## src/rtl/ring_rr_arbiter.sv

```systemverilog
// ---------------------------------------------------------------------------
// ring_rr_arbiter
// Round-robin arbiter sharing one resource among N requesters. A one-hot
// priority ring marks the highest-priority requester. The ring moves to the
// position just past a requester when that requester's grant ends. An
// optional hold limit forces a release after MAX_HOLD consecutive grant
// cycles so that every requester makes progress.
//
// Parameters
//   N            number of requesters (2..16)
//   MAX_HOLD     maximum consecutive grant cycles, 0 = unlimited (0..255)
// Ports
//   i_clk          rising-edge clock
//   i_asyncresetn  asynchronous active-low reset
//   i_req          per-requester request level, bit i = requester i
//   o_gnt          registered one-hot grant, all-zero when idle
//   o_gnt_valid    registered, high when o_gnt is non-zero
//   o_gnt_id       binary index of the granted requester, 0 when idle
//   o_ptr          one-hot priority ring
// ---------------------------------------------------------------------------
module ring_rr_arbiter #(
   parameter int N        = 8,
   parameter int MAX_HOLD = 16
) (
   input  logic                 i_clk,
   input  logic                 i_asyncresetn,
   input  logic [N-1:0]         i_req,
   output logic [N-1:0]         o_gnt,
   output logic                 o_gnt_valid,
   output logic [$clog2(N)-1:0] o_gnt_id,
   output logic [N-1:0]         o_ptr
);

   localparam int IDW = $clog2(N);
   localparam int CW  = (MAX_HOLD > 0) ? $clog2(MAX_HOLD + 1) : 1;
   localparam logic [N-1:0]  ONE       = {{(N-1){1'b0}}, 1'b1};
   localparam logic [CW-1:0] HOLD_LAST = CW'((MAX_HOLD > 0) ? (MAX_HOLD - 1) : 0);

   typedef enum logic [0:0] {
      ST_IDLE  = 1'b0,
      ST_GRANT = 1'b1
   } state_t;

   state_t          r_state;
   logic [N-1:0]    r_gnt;
   logic            r_gnt_valid;
   logic [IDW-1:0]  r_gnt_id;
   logic [N-1:0]    r_ptr;
   logic [CW-1:0]   r_cnt;

   logic [IDW-1:0]  w_ptr_idx;
   logic [IDW-1:0]  w_pick_idx;
   logic [N-1:0]    w_pick_onehot;
   logic            w_found;
   logic            w_hold_done;
   logic            w_release;
   logic [CW-1:0]   w_cnt_next;

   // Binary index of the ring bit; the ring is one-hot so OR-ing is exact.
   always_comb begin
      w_ptr_idx = '0;
      for (int i = 0; i < N; i++) begin
         w_ptr_idx = w_ptr_idx | (r_ptr[i] ? IDW'(i) : '0);
      end
   end

   // First requesting index at or after the ring position, wrapping N-1 -> 0.
   always_comb begin
      int  s;
      int  j;
      logic sel;
      s             = 0;
      j             = 0;
      sel           = 1'b0;
      w_found       = 1'b0;
      w_pick_idx    = '0;
      w_pick_onehot = '0;
      for (int k = 0; k < N; k++) begin
         s   = int'(w_ptr_idx) + k;
         j   = (s >= N) ? (s - N) : s;
         // Only the first hit in search order may contribute.
         sel = !w_found && i_req[j];
         w_pick_idx    = w_pick_idx    | (sel ? IDW'(j) : '0);
         w_pick_onehot = w_pick_onehot | (sel ? (ONE << j) : '0);
         w_found       = w_found | sel;
      end
   end

   // Release decision and hold-counter next value while granting.
   always_comb begin
      w_hold_done = (MAX_HOLD > 0) && (r_cnt == HOLD_LAST);
      w_release   = !i_req[r_gnt_id] || w_hold_done;
      w_cnt_next  = (MAX_HOLD > 0) ? (r_cnt + CW'(1)) : '0;
   end

   // Arbitration state machine with registered grant outputs and ring.
   always_ff @(posedge i_clk or negedge i_asyncresetn) begin
      if (!i_asyncresetn) begin
         r_state     <= ST_IDLE;
         r_gnt       <= '0;
         r_gnt_valid <= 1'b0;
         r_gnt_id    <= '0;
         r_ptr       <= ONE;
         r_cnt       <= '0;
      end else begin
         case (r_state)
            ST_IDLE: begin
               if (w_found) begin
                  r_gnt       <= w_pick_onehot;
                  r_gnt_valid <= 1'b1;
                  r_gnt_id    <= w_pick_idx;
                  r_cnt       <= '0;
                  r_state     <= ST_GRANT;
               end else begin
                  r_gnt       <= '0;
                  r_gnt_valid <= 1'b0;
                  r_gnt_id    <= '0;
                  r_cnt       <= '0;
                  r_state     <= ST_IDLE;
               end
            end
            ST_GRANT: begin
               if (w_release) begin
                  r_gnt       <= '0;
                  r_gnt_valid <= 1'b0;
                  r_gnt_id    <= '0;
                  r_cnt       <= '0;
                  // Rotating the grant itself gives (GNT_ID+1) mod N.
                  r_ptr       <= {r_gnt[N-2:0], r_gnt[N-1]};
                  r_state     <= ST_IDLE;
               end else begin
                  r_cnt       <= w_cnt_next;
                  r_state     <= ST_GRANT;
               end
            end
            default: begin
               r_state     <= ST_IDLE;
               r_gnt       <= '0;
               r_gnt_valid <= 1'b0;
               r_gnt_id    <= '0;
               r_ptr       <= ONE;
               r_cnt       <= '0;
            end
         endcase
      end
   end

   assign o_gnt       = r_gnt;
   assign o_gnt_valid = r_gnt_valid;
   assign o_gnt_id    = r_gnt_id;
   assign o_ptr       = r_ptr;

endmodule

```

## config.mk

```make
export PLATFORM = sky130hd
export DESIGN_NAME = ring_rr_arbiter
export DESIGN_NICKNAME = d
export VERILOG_FILES = /design/src/rtl/ring_rr_arbiter.sv
export SDC_FILE = /design/constraint.sdc
export NUM_CORES = 1
export LEC_CHECK = 0
export ABC_AREA = 1
export ABC_CLOCK_PERIOD_IN_PS = 2970
export CAP_MARGIN = 10
export CORE_MARGIN = 3
export CORE_UTILIZATION = 58
export CTS_CLUSTER_DIAMETER = 30
export DETAILED_ROUTE_END_ITERATION = 12
export PLACE_DENSITY = 0.81
export SYNTH_ARGS = -nofsm -noshare
export SYNTH_HDL_FRONTEND = slang
export SYNTH_SLANG_ARGS = --single-unit
```

## constraint.sdc

```tcl
create_clock -name i_clk -period 2.97 [get_ports i_clk]
set_input_delay 0.297 -clock i_clk [delete_from_list [all_inputs] [get_ports i_clk]]
set_output_delay 0.297 -clock i_clk [all_outputs]
set_load 0.01 [all_outputs]
```

==> flow_metrics.tcl <==
set metrics [dict create \
    die_w_um 75.38 \
    cp_max_fo 17 \
    ys_seq_elements 26 \
    clock_latency_ns 0.27 \
    period_needed_ns 2.783 \
    grt_pass1_vias 2818 \
    regToRegSetupSlack_ns 0.19 \
    die_h_um 75.38 \
    viasPerCell 5.924 \
    layout_commonest_cell "nand2_1" \
    ios 30 \
    final_net_count 497 \
    outcome "finished, final reports clean" \
    finalHoldViolations 0 \
    dp_cells 523 \
    syn_avg_cell_area_sq_um 6.287 \
    vias 3128 \
    cp_slowest_cell "dfrtp_1" \
    synth_edf_count 0 \
    rows 24 \
    fin_cells 528 \
    finalSetupViolCount 0 \
    synthAdderAreaFrac_pct 4.482 \
    core_sq_um 4504 \
    area_delta_synth_final_pct 15.73 \
    setup_tns_ns 0 \
    cp-start-kind "flip-flop" \
    synth_area_sq_um 2791 \
    synth_top_family_by_area "simple AND/OR/NAND/NOR gates" \
    drt_iter0_drc 291 \
    wirelength_mm 8.205 \
    synth_ff_type "dfrtp_1" \
    ys_types 35 \
    drc 0 \
    critPathMaxStageDelay_ns 0.46 \
    gp_congestion 0.9623 \
    crit_arrival_ns 3.00 \
    path_class "flip-flop to flip-flop" \
    crit_required_ns 3.18 \
    final_util_pct 71.72 \
    dr.pass1.iters 8 \
    path_cells "nor2_2 -> nand2_2 -> inv_2 -> ha_1 -> inv_1 -> nand3_1 -> nand3_1 -> nand2_1 -> nor2_2 -> nand4_4 -> nor2_4 -> buf_6 -> nand4_1 -> nand3_1 -> nand2_1 -> nand2_1" \
    slew_headroom_pct 71.72 \
    htreeDepth 1 \
    clock_skew_ns 0.001223 \
    routedWlPerCell_um 15.54 \
    async_flop_share_pct 100.0 \
    cts_root_buf "clkbuf_8" \
    synth-compound-area-share_pct 3.227 \
    drtAntennaViolNets 0 \
    cts_buffer_depth 2 \
    drv_cap 0 \
    synthMuxAreaShare_pct 3.227 \
    hold_path_class "primary input to asynchronous set/reset pin" \
    numPortBuffers 29 \
    critPathCaptureType "flip-flop" \
    dpl.hpwl_mm 6.288 \
    synth.net_count 464 \
    globalRoute.totalOverflow 0 \
    die_area_sq_um 5681 \
    numCtsBuffers 3 \
    clkSinkCount 26 \
    synth-simple-area-share_pct 53.25 \
    layout_common_cells "107 x nand2_1, 79 x nor2_1, 79 x nand3_1" \
    layout-drive-gt1-share_pct 13.24 \
    worstMarginPinSlew_ns 0.4230 \
    yosysWarningCount 0 \
    antenna_found_initial 0 \
    start_util_pct 61.97 \
    grt_pass1_wl_mm 13.14 \
    hold_buffers 0 \
    synthXorXnorAreaFrac_pct 1.614 \
    grt_max_degree 27 \
    cts.clk_slew.worst_paths_ns 0.09 \
    antenna_cells 0 \
    track_usage_pct 30.06 \
    max_freq_mhz 359.3 \
    synth_cells 444 \
    cts_tree "yes" \
    ys_seq_area_share_pct 23.35 \
    drv_slew 0 \
    finalCritPeriodShare_pct 93.72 \
]
-- cell type report --
| class | count | area, sq um |
|---|---|---|
| well taps | 52 | 65.06 |
| inverters | 45 | 171.4 |
| repair buffers | 48 | 440.4 |
| fillers | 389 | 1274 |
| clock buffers | 4 | 55.05 |
| flip-flops and latches | 26 | 651.9 |
| multi-input cells | 353 | 1847 |
-- logic make-up after synthesis --
group                      count (synthesis)
AOI/OAI and AO/OA                         16
adders and majority gates                 10
xor gates and xnor gates                   3
DFF                                       26
and+or+nand+nor                          316
buffers and inverters                     65
muxes                                      8
-- critical path, delay by kind of cell (launching register included) --
| kind | cells | cell delay, ns |
|---|---|---|
| fa+ha+maj | 1 | 0.30 |
| buf+inv | 3 | 0.46 |
| flops | 1 | 0.46 |
| simple gates | 12 | 1.49 |
-- through the flow --
stage / hold WS (ns) / instance area, sq um / setup slack (ns)
floorplan: 0.001409 / 2791 / 0.1787
global placement: 0.4529 / 3151 / 0.2185
detailed placement: 0.4576 / 3151 / 0.09452
CTS: 0.4039 / 3206 / 0.06768
global route: 0.4106 / 3231 / -0.006618
finish: 0.3884 / 3231 / 0.1866
-- cell usage after synthesis (7+ instances only) --
library cell,instances,area (sq um)
dfrtp_1,25,625.6
mux2_2,8,90.09
nand2_2,8,50.05
nand2_1,107,401.6
ha_1,10,125.1
nand4_1,19,118.9
nand3_2,7,70.07
inv_1,39,146.4
nand3_1,79,395.4
nor2_1,79,296.5
-- routing by layer --
| layer | vias to the layer above | track usage [%] | wire length [um] |
|---|---|---|---|
| li1 | 1513 | - | - |
| met1 | 1438 | 41.07 | 3555 |
| met4 | 0 | 6.796 | 119 |
| met3 | 18 | 4.222 | 584 |
| met2 | 159 | 50.62 | 3946 |
| met5 | - | 0 | 0 |
-- registers in the layout, indices dropped and copies added, names as in the netlist --
name and count:
o_gnt_id 3, r_cnt 5, r_state 1, o_ptr 8
o_gnt_valid 1, o_gnt 8
-- worst paths after layout --
| kind | startpoint | endpoint | cells past startpoint |
|---|---|---|---|
| hold reg to reg | r_cnt[0]$_DFF_PN0_ | r_cnt[0]$_DFF_PN0_ | 1 |
| min in group i_clk | r_cnt[0]$_DFF_PN0_ | r_cnt[0]$_DFF_PN0_ | 1 |
| setup reg to reg | o_ptr[7]$_DFFE_PN0P_ | o_gnt[6]$_DFFE_PN0P_ | 16 |
| max in group asynchronous | i_asyncresetn | o_ptr[0]$_DFFE_PN1P_ | 2 |
| setup / recovery | o_ptr[7]$_DFFE_PN0P_ | o_gnt[6]$_DFFE_PN0P_ | 16 |
| hold / removal | i_asyncresetn | o_gnt[6]$_DFFE_PN0P_ | 2 |
-- timing repair --
action,in CTS,in global routing
setup buffers,0,1
setup endpoints to repair,0,13
resized for setup,0,4
Power is left out: the tool's default activity adds up to more than one toggle a clock period on the data nets, which glitch-free logic cannot reach.
